### src/rtl/serial_adder.sv
// Bit-serial adder: operands are shifted LSB first through a single full adder,
// producing {cout,sum} = a + b after WIDTH add cycles and a one-cycle done pulse.
module serial_adder #(
  parameter int WIDTH = 8
) (
  input  logic             clk,
  input  logic             rst,
  input  logic             start,
  input  logic [WIDTH-1:0] a,
  input  logic [WIDTH-1:0] b,
  output logic             busy,
  output logic             done,
  output logic [WIDTH-1:0] sum,
  output logic             cout
);

  localparam int CW = $clog2(WIDTH) + 1;
  localparam logic [CW-1:0] LAST = CW'(WIDTH - 1);

  typedef enum logic [1:0] {
    IDLE = 2'b00,
    ADD  = 2'b01,
    DONE = 2'b10
  } state_t;

  state_t           state;
  state_t           state_next;
  logic [WIDTH-1:0] a_sh;
  logic [WIDTH-1:0] b_sh;
  logic [WIDTH-1:0] psum;
  logic             carry;
  logic [CW-1:0]    cnt;
  logic [1:0]       ha_lo;
  logic [1:0]       ha_hi;
  logic             bit_s;
  logic             carry_next;
  logic             last_bit;

  // Returns {carry, sum} of a single half adder.
  function automatic logic [1:0] half_add(input logic x, input logic y);
    return {x & y, x ^ y};
  endfunction

  // Full adder built from two cascaded half adders plus an OR on the carries.
  always_comb begin
    ha_lo      = half_add(a_sh[0], b_sh[0]);
    ha_hi      = half_add(ha_lo[0], carry);
    bit_s      = ha_hi[0];
    carry_next = ha_lo[1] | ha_hi[1];
    last_bit   = (cnt == LAST);
  end

  // Next-state decode; the unused encoding falls back to IDLE.
  always_comb begin
    state_next = IDLE;
    case (state)
      IDLE: begin
        if (start) state_next = ADD;
        else       state_next = IDLE;
      end
      ADD: begin
        if (last_bit) state_next = DONE;
        else          state_next = ADD;
      end
      DONE:    state_next = IDLE;
      default: state_next = IDLE;
    endcase
  end

  // State register with busy/done registered from the next state.
  always_ff @(posedge clk or posedge rst) begin
    if (rst) begin
      state <= IDLE;
      busy  <= 1'b0;
      done  <= 1'b0;
    end else begin
      state <= state_next;
      busy  <= (state_next == ADD);
      done  <= (state_next == DONE);
    end
  end

  // Datapath: operand capture, per-bit shift/accumulate, result load on the last bit.
  always_ff @(posedge clk or posedge rst) begin
    if (rst) begin
      a_sh  <= '0;
      b_sh  <= '0;
      psum  <= '0;
      carry <= 1'b0;
      cnt   <= '0;
      sum   <= '0;
      cout  <= 1'b0;
    end else begin
      case (state)
        IDLE: begin
          if (start) begin
            a_sh  <= a;
            b_sh  <= b;
            carry <= 1'b0;
            cnt   <= '0;
          end else begin
            a_sh  <= a_sh;
          end
        end
        ADD: begin
          a_sh  <= a_sh >> 1;
          b_sh  <= b_sh >> 1;
          psum  <= {bit_s, psum[WIDTH-1:1]};
          carry <= carry_next;
          cnt   <= cnt + CW'(1);
          if (last_bit) begin
            sum  <= {bit_s, psum[WIDTH-1:1]};
            cout <= carry_next;
          end else begin
            sum  <= sum;
          end
        end
        default: begin
          cnt <= cnt;
        end
      endcase
    end
  end

endmodule

### config.mk
export PLATFORM = sky130hd
export DESIGN_NAME = serial_adder
export DESIGN_NICKNAME = d
export VERILOG_FILES = /design/src/rtl/serial_adder.sv
export SDC_FILE = /design/constraint.sdc
export NUM_CORES = 1
export LEC_CHECK = 0
export BUFFER_PORTS_ARGS = -buffer_cell sky130_fd_sc_hd__buf_2
export CAP_MARGIN = 10
export CORE_ASPECT_RATIO = 1.4
export CORE_MARGIN = 2
export CORE_UTILIZATION = 50
export DETAILED_ROUTE_END_ITERATION = 8
export HOLD_SLACK_MARGIN = 0.15
export PLACE_DENSITY = 0.73
export SLEW_MARGIN = 20
export SYNTH_ARGS = -nofsm -noshare
export SYNTH_HDL_FRONTEND = slang
export SYNTH_SLANG_ARGS = --single-unit
### constraint.sdc
create_clock -name clk -period 2.2 [get_ports clk]
set_input_delay 0.11 -clock clk [delete_from_list [all_inputs] [get_ports clk]]
set_output_delay 0.11 -clock clk [all_outputs]
set_load 0.02 [all_outputs]
==> results.json, run 1 <==
{
  "combPwrFrac_pct": 34.6,
  "placement.io_buffers": 29,
  "hold_viol": 0,
  "wl_per_cell_um": 15.65,
  "finalSetupViolations": 0,
  "synthCells": 132,
  "holdBufCountCts": 14,
  "vias": 1229,
  "grt.busiest_layer": "met2",
  "synth_edf_count": 0,
  "place_area_um2": 1929,
  "rsz0062_at_grt": "no",
  "grt-ovfl-total": 0,
  "cap_violations": 0,
  "post_cts_buffers": 0,
  "dr.pass1.iters": 4,
  "seqPwrFrac_pct": 43.4,
  "use_met3_pct": 6.504,
  "die_y_um": 73.33,
  "drc": 0,
  "clock-root-buffer": "clkbuf_8",
  "synthMuxAreaShare_pct": 13.70,
  "syn_area_um2": 1717,
  "gp_congestion": 0.7001,
  "synth_area_leader_cell": "dfrtp_1",
  "die_w_um": 53.52,
  "period_needed_ns": 1.530,
  "synth.top_cell.area_share_pct": 59.77,
  "routed_wl_um": 3459,
  "htree_levels": 2,
  "avgViaCountPerCell": 5.561,
  "slew_headroom_pct": 56.80,
  "yosysMostFrequentCell": "dfrtp_1",
  "hpwl_um": 2302,
  "ioPinCount": 30,
  "worst_setup_path_end_kind": "flip-flop",
  "synthDistinctLibCells": 27,
  "finalCritPeriodShare_pct": 69.57,
  "fmax_ghz": 0.6534,
  "peakVddDrop_mv": 0.7313,
  "postLayoutCellArea_um2": 2190,
  "yosys_register_bits": 41,
  "synthXorXnorAreaFrac_pct": 0,
  "async_flop_share_pct": 100.0,
  "p_sw_share_pct": 32.61,
  "antenna_found_initial": 0,
  "leakage_nw": 1.027,
  "critical_path.max_fanout": 8,
  "layout-drive-gt1-share_pct": 34.81,
  "n_antenna_cell": 0,
  "finClkSkew_ns": 0.006833,
  "p_switching_uw": 928.8,
  "synth_top_family_by_area": "compound AO/OA/AOI/OAI gates",
  "cts_tree": "built",
  "clockBufferDepth": 2,
  "cts_sinks": 41,
  "setup_tns_ns": 0,
  "ys_seq_area_share_pct": 59.77,
  "hold_path_class": "in2reg",
  "synth_top_cells_by_count": "41 x dfrtp_1, 14 x a22oi_1, 14 x nand2_1",
  "syn2layout_area_growth_pct": 27.55,
  "syn_area_per_cell_um2": 13.00,
  "nNetsFinal": 201,
  "status": "finished, final reports clean",
  "synth_compound_area_share_pct": 14.94,
  "met2_usage_pct": 35.80,
  "grt_pass1_wl_um": 5823,
  "die-area_um2": 3925,
  "core_um2": 3347,
  "synth_ff_type": "dfrtp_1",
  "initial_core_util_pct": 51.29,
  "grt_max_degree": 27,
  "cp.arrival_ns": 1.76,
  "grt_use_total_pct": 21.15,
  "crit_required_ns": 2.43,
  "tightest_slew_ns": 0.6473,
  "cts_buffers": 5,
  "maxSlewViolCount": 0,
  "synth_nets": 153,
  "grt_pass1_vias": 1301,
  "yosys.area_share.adder_pct": 1.895,
  "globalRouteMet1Util_pct": 23.94,
  "ys_top_cells_by_area": "dfrtp_1 60%, mux2_4 7.9%, a22oi_1 6.1%",
  "worst-setup-path-type": "reg2reg",
  "cp-start-kind": "flip-flop",
  "path_clk_slew_ns": 0.08,
  "cellPowerDensity_nw_per_um2": 1301,
  "final_antenna_net_count": 0,
  "synth_simple_gate_area_share_pct": 6.487,
  "cts-resized-gates": 0,
  "p_int_mw": 1.920,
  "clock_power_share_pct": 22.0,
  "yosysWarnings": 0,
  "rows": 25,
  "drt-initial-drc-count": 22,
  "clkLatencyLatePin_ns": 0.29
}
layer usage:
layer	up-vias	wire length, µm
li1	572	-
met2	43	1821
met1	608	1403
met5	-	0
met4	0	65
met3	6	168
critical path: stages (launching register included):
cell and delay (ns):
dfrtp_1 0.41, nor2b_1 0.46, buf_4 0.26, nor2b_1 0.18, a22o_1 0.16
kinds of logic after synthesis:
group | after synthesis
buf+inv | 11
fa+ha+maj | 2
simple gates | 22
flops | 41
compound gates | 38
mux | 18
cell usage in the layout, fill, tap and decap left out, types with 5 or more instances in the layout:
master         instances
buf_4                  6
o21ai_0               12
nand2_1               14
clkbuf_8               6
mux2_4                 9
dfrtp_1               41
mux2_2                 8
dlygate4sd3_1         14
a22oi_1               14
a22o_1                 5
buf_2                 29
final cells by class:
cell class	instances	area [µm²]
clock inverters	2	37.54
flip-flops and latches	41	1026
inverters	2	7.507
clock buffers	6	82.58
fillers	255	1157
multi-input cells	80	635.6
repair buffers	50	350.3
well taps	40	50.05
registers in the layout, indices dropped and copies added (netlist names):
signal,count
b_sh,8
a_sh,8
busy,1
state,2
psum,7
sum,8
cnt,4
carry,1
cout,1
done,1
power groups by stage:
stage	clock network [mW]	logic [mW]	registers (mW)
3_3_place_gp	0	0.933	1.23
6_report	0.626	0.985	1.24
3_5_place_dp	0	0.977	1.25
2_1_floorplan	0	0.642	1.29
5_1_grt	0.683	1.08	1.27
4_1_cts	0.643	0.997	1.24
per-stage QoR:
stage	setup WS (ns)	total power [mW]	instances	utilization (%)	hold WS, ns
6_report	0.6696	2.849	221	65.42	0.1559
5_1_grt	0.5619	3.033	221	65.42	0.1624
4_1_cts	0.6897	2.879	221	65.42	0.1529
3_5_place_dp	0.7001	2.228	199	57.64	0.2248
3_3_place_gp	0.7210	2.162	199	57.64	0.2271
2_1_floorplan	0.8014	1.935	132	-	0.2497
final timing paths:
path | startpoint | endpoint | slack, ns | cells after the start
max | state[0] | b_sh[7] | 0.67 | 4
min | b[4] | b_sh[4] | 0.16 | 3
max reg2reg | state[0] | b_sh[7] | 0.67 | 4
min reg2reg | a_sh[1] | a_sh[1] | 0.49 | 2
max in group asynchronous | rst | state[1] | 1.19 | 4
min in group asynchronous | rst | sum[0] | 0.44 | 3
Note: power is estimated with default switching activity, not from simulation.
==> run 2: changes to the inputs <==
- ABC_AREA: not set -> 1
- PLACE_DENSITY: 0.73 -> 0.76
- clock period: 2.2 -> 1.25 ns (I/O delays scaled with it)
==> results.json, run 2 <==
{
  "status": "finished, final reports clean",
  "layout_common_cells": "124 x nand2_1, 40 x dfrtp_1, 29 x buf_2",
  "rows": 26,
  "finClkSkew_ns": 0.009699,
  "final_antenna_net_count": 0,
  "hold_viol": 0,
  "crit_required_ns": 1.44,
  "regArea_um2": 1027,
  "p_int_mw": 3.313,
  "ys_seq_area_share_pct": 55.78,
  "fmax_ghz": 0.8393,
  "cp.arrival_ns": 1.38,
  "grt_max_degree": 42,
  "maxSlewViolCount": 0,
  "rsz0062_at_grt": "yes",
  "cts_tree": "built",
  "syn_area_um2": 1839,
  "n_antenna_cell": 0,
  "grt_pass1_wl_um": 6913,
  "slew_headroom_pct": 82.66,
  "clkLatencyLatePin_ns": 0.29,
  "finalCritPeriodShare_pct": 95.32,
  "async_flop_share_pct": 100.0,
  "syn_area_per_cell_um2": 8.211,
  "hold_path_class": "in2async",
  "final.fill_count": 296,
  "avgViaCountPerCell": 4.806,
  "htree_levels": 2,
  "clockBufferDepth": 2,
  "vias": 1562,
  "grt-ovfl-total": 0,
  "drt-initial-drc-count": 70,
  "synth_nets": 245,
  "tightest_slew_ns": 0.2594,
  "whs_ns": 0.3543,
  "yosysMostFrequentCell": "nand2_1",
  "p_sw_share_pct": 40.98,
  "worst-setup-path-type": "reg2reg",
  "mostFrequentLayoutCell": "nand2_1",
  "drc": 0,
  "nNetsFinal": 303,
  "peakVddDrop_mv": 1.283,
  "yosysWarnings": 0,
  "seqPwrFrac_pct": 40.6,
  "finalSetupViolations": 0,
  "clock_power_share_pct": 16.2,
  "synth_ff_type": "dfrtp_1",
  "clock-root-buffer": "clkbuf_8",
  "synth_edf_count": 0,
  "r2r_cells": 6,
  "syn2layout_area_growth_pct": 33.27,
  "initial_core_util_pct": 51.40,
  "die-area_um2": 4187,
  "synthDistinctLibCells": 17,
  "routed_wl_um": 4029,
  "pre_cts_slack_ns": -0.009440,
  "leakage_nw": 1.352,
  "grt_pass1_vias": 1573,
  "fin_ws_ns": 0.05854,
  "synthCells": 224,
  "cp-start-kind": "flip-flop",
  "cap_violations": 0,
  "period_needed_ns": 1.191,
  "die_w_um": 55.26,
  "grt_use_total_pct": 21.36,
  "worst_setup_path_end_kind": "flip-flop",
  "critical_path.max_fanout": 5,
  "wl_per_cell_um": 12.40,
  "core_um2": 3578,
  "cts_buffers": 5,
  "combPwrFrac_pct": 43.1,
  "cts_sinks": 41,
  "dr.pass1.iters": 4,
  "yosys_register_bits": 41,
  "layout-drive-gt1-share_pct": 24.38,
  "die_y_um": 75.77,
  "placement.io_buffers": 29,
  "synth_area_leader_cell": "dfrtp_1",
  "largestRegisters": "a_sh (8), b_sh (8), sum (8)",
  "antenna_found_initial": 0,
  "path_clk_slew_ns": 0.08,
  "p_switching_mw": 2.300,
  "hpwl_um": 2454,
  "synth.top_cell.area_share_pct": 55.78,
  "synth_top_cells_by_count": "132 x nand2_1, 41 x dfrtp_1, 19 x nand3_1",
  "ys_top_cells_by_area": "dfrtp_1 56%, nand2_1 27%, nand3_1 5.2%",
  "multiInputGateArea_um2": 794.5,
  "gp_congestion": 0.7833,
  "cellPowerDensity_nw_per_um2": 2290,
  "ioPinCount": 30
}
==> run 2: cell types whose count changed in the layout (fill, tap and decap cells not counted), moves of 7 or more <==
cell	change
mux2_2	-8
nand2_2	+7
nand2_1	+110
mux2_4	-9
nand3_1	+17
a22oi_1	-14
==> run 2: cell families (layout without fill, tap and decap cells) <==
kind of cell	after synthesis	after routing	synth area share, %
compound gates	7	7	2.517
fa+ha+maj	2	2	1.769
buf+inv	15	73	5.101
flops	41	41	55.78
simple gates	159	160	34.83
==> run 2: final cells by class <==
| cell class | count | share of cell area, % |
|---|---|---|
| Clock buffer | 6 | 3.369 |
| Clock inverter | 2 | 0.5615 |
| Inverter | 6 | 1.123 |
| Multi-Input combinational cell | 169 | 32.41 |
| Sequential cell | 41 | 41.91 |
| Tap cell | 42 | 2.144 |
| Timing Repair Buffer | 59 | 18.48 |
==> run 2: final timing paths <==
| path | startpoint | slack (ns) | to |
|---|---|---|---|
| min in group clk | a_sh[7] | 0.48 | a_sh[7] |
| min reg2reg | a_sh[7] | 0.48 | a_sh[7] |
| min | rst | 0.35 | sum[1] |
| max in group asynchronous | rst | 0.68 | state[0] |
| max | cnt[0] | 0.06 | sum[4] |
| max reg2reg | cnt[0] | 0.06 | sum[4] |
==> run 2: through the flow <==
step	TNS (ns)	power [mW]	cells	util (%)	area, µm²
6_report	0	5.613	325	68.50	2451
5_1_grt	-0.1056	6.087	325	68.50	2451
4_1_cts	0	5.384	320	65.77	2354
3_5_place_dp	-0.03278	4.374	293	57.45	2056
3_3_place_gp	0	4.296	293	57.45	2056
2_1_floorplan	0	3.787	224	-	1839
==> run 2: worst max-delay path, cell delays in order (launching register included) <==
cell and delay, ns:
dfrtp_1 0.42, ha_4 0.19, nand2_4 0.06, nor2_4 0.19, nand2_4 0.10, nand2_1 0.07, nand2_1 0.05
==> run 2: power groups by stage <==
stage | clock (mW) | combinational [mW] | sequential (mW)
after floorplan | 0 | 1.47 | 2.32
after global placement | 0 | 2.06 | 2.24
after detailed placement | 0 | 2.12 | 2.25
after CTS | 0.921 | 2.21 | 2.25
after global routing | 0.964 | 2.77 | 2.36
final | 0.912 | 2.42 | 2.28
==> run 2: metal layers <==
layer	vias to the layer above	routed length (µm)	share of wire, %	global-route usage (%)
met5	-	0	0	0
met4	0	59	1.5	9.214
met3	6	155	3.8	4.584
met2	39	2035	51	37.83
met1	710	1780	44	25.53
li1	807	-	-	-
==> run 2: what timing repair did <==
action / CTS / global route
resized for setup: 5 / 16
pin swaps: 1 / 7
cloned: 1 / 0
endpoints found under the hold margin: 59 / 0
endpoints found under the setup margin: 9 / 17
hold buffers: 18 / 0
buffers inserted: 0 / 5
==> run 3: changes to the inputs <==
- CELL_PAD_IN_SITES_DETAIL_PLACEMENT: not set -> 0
- CELL_PAD_IN_SITES_GLOBAL_PLACEMENT: not set -> 1
- CORE_UTILIZATION: 50 -> 37
- REMOVE_ABC_BUFFERS: not set -> 1
==> results.json, run 3 (synthesis gave the netlist of run 2 again) <==
{
  "antenna_found_initial": 0,
  "cp-start-kind": "flip-flop",
  "cp.arrival_ns": 1.37,
  "die_y_um": 87.42,
  "peakVddDrop_mv": 1.219,
  "regArea_um2": 1027,
  "hold_path_class": "in2async",
  "avgViaCountPerCell": 4.416,
  "period_needed_ns": 1.177,
  "cellPowerDensity_nw_per_um2": 2207,
  "mostFrequentLayoutCell": "nand2_1",
  "die_w_um": 63.59,
  "drt-initial-drc-count": 85,
  "grt_pass1_vias": 1663,
  "layout_common_cells": "133 x nand2_1, 40 x dfrtp_1, 30 x buf_2",
  "place_area_um2": 2093,
  "r2r_slack_ns": 0.07,
  "cts_tree": "built",
  "finClkSkew_ns": 0.006932,
  "status": "finished, final reports clean",
  "globalRouteMet1Util_pct": 19.36,
  "cts_buffers": 5,
  "r2r_cells": 6,
  "tightest_slew_ns": 0.4408,
  "clock_power_share_pct": 15.7,
  "final_antenna_net_count": 0,
  "seqPwrFrac_pct": 42.0,
  "multiInputGateArea_um2": 747.0,
  "finalCritPeriodShare_pct": 94.19,
  "placement.io_buffers": 29,
  "met2_usage_pct": 30.91,
  "combPwrFrac_pct": 42.3,
  "clock-root-buffer": "clkbuf_8",
  "grt_pass1_wl_um": 7286,
  "slew_headroom_pct": 70.58,
  "maxSlewViolCount": 0,
  "dr.pass1.iters": 4,
  "postLayoutCellArea_um2": 2436,
  "htree_levels": 2,
  "grt-ovfl-total": 0,
  "whs_ns": 0.3074,
  "finalSetupViolations": 0,
  "initial_core_util_pct": 38.28,
  "grt.busiest_layer": "met2",
  "nNetsFinal": 307,
  "hold_viol": 0,
  "core_um2": 4805,
  "cts_sinks": 41,
  "vias": 1550,
  "p_sw_share_pct": 40.54,
  "crit_required_ns": 1.44,
  "hpwl_um": 2636,
  "grt_max_degree": 25,
  "routed_wl_um": 4120,
  "p_switching_mw": 2.180,
  "syn2layout_area_growth_pct": 32.45,
  "die-area_um2": 5559,
  "gp_congestion": 0.7443,
  "wl_per_cell_um": 11.74,
  "path_clk_slew_ns": 0.08,
  "critical_path.max_fanout": 4,
  "r2r-start": "cnt[0]",
  "grt_use_total_pct": 16.96,
  "worst-setup-path-type": "reg2reg",
  "rsz0062_at_grt": "yes",
  "rows": 30,
  "drc": 0,
  "use_met3_pct": 3.881,
  "clkLatencyLatePin_ns": 0.29,
  "worst_setup_path_end_kind": "flip-flop",
  "n_antenna_cell": 0,
  "leakage_nw": 1.340,
  "final.fill_count": 501,
  "worst_r2r_endpoint": "sum[4]",
  "ioPinCount": 30,
  "p_int_mw": 3.197,
  "layout-drive-gt1-share_pct": 22.30,
  "largestRegisters": "a_sh (8), b_sh (8), sum (8)",
  "clockBufferDepth": 2,
  "fmax_ghz": 0.8494,
  "cap_violations": 0
}
-- run 3: changes by cell type in the layout (fill, tap and decap cells not counted), sizes merged --
cell      before  now
buf           41   45
clkinvlp       0    1
clkbuf         6    5
-- run 3: critical path, cell delays in order, from the launching register on --
cell     delay (ns)
dfrtp_1        0.37
ha_2           0.21
nand2_1        0.10
nor2_4         0.15
nand2_1        0.13
nand2_1        0.08
nand2_1        0.05
-- run 3: power groups by stage --
stage / sequential, mW / clock, mW / combinational (mW)
after floorplan: 2.37 / 0 / 1.23
after global placement: 2.28 / 0 / 2.08
after detailed placement: 2.27 / 0 / 2.10
after CTS: 2.25 / 0.882 / 2.28
after global routing: 2.34 / 0.938 / 2.67
final: 2.26 / 0.843 / 2.27
-- run 3: worst max path at each step --
stage               startpoint      to  slack (ns)  depth (start not counted)
detailed placement      cnt[0]  sum[3]       -0.04                          6
floorplan             state[0]  sum[7]       -0.16                          5
CTS                     cnt[0]  sum[2]       0.002                          6
global placement        cnt[0]  sum[7]       -0.04                          6
finish                  cnt[0]  sum[4]        0.07                          6
global route            cnt[0]    cout       -0.03                          6
-- run 3: repair_timing --
item | in CTS | in global routing
resized for setup | 4 | 5
gates cloned | 1 | 0
hold endpoints to repair | 59 | 0
pin swaps | 2 | 2
hold buffers | 18 | 0
endpoints found under the setup margin | 9 | 23
setup buffers | 5 | 1
-- run 3: per-layer routing --
| layer | up-vias | part of all wire, % |
|---|---|---|
| met5 | - | 0 |
| met4 | 0 | 1.3 |
| met3 | 4 | 3.6 |
| met2 | 27 | 50 |
| met1 | 704 | 45 |
| li1 | 815 | - |
-- run 3: area by class of cell --
class	instances	share of cell area (%)
Clock buffer	5	2.825
Timing Repair Buffer	63	19.21
Clock inverter	3	0.7191
Inverter	6	1.130
Sequential cell	41	42.17
Multi-Input combinational cell	169	30.66
Tap cell	64	3.287
-- run 3: per-stage QoR --
stage               total power [mW]  util, %  setup slack [ns]  setup TNS [ns]  std cells
floorplan                      3.598        -           -0.1555          -3.441        215
global placement               4.360    43.57          -0.04275         -0.3292        318
detailed placement             4.378    43.57          -0.03535         -0.2490        318
CTS                            5.408    50.26          0.001786               0        350
global route                   5.948    50.70          -0.02752         -0.1618        351
finish                         5.377    50.70           0.07264               0        351
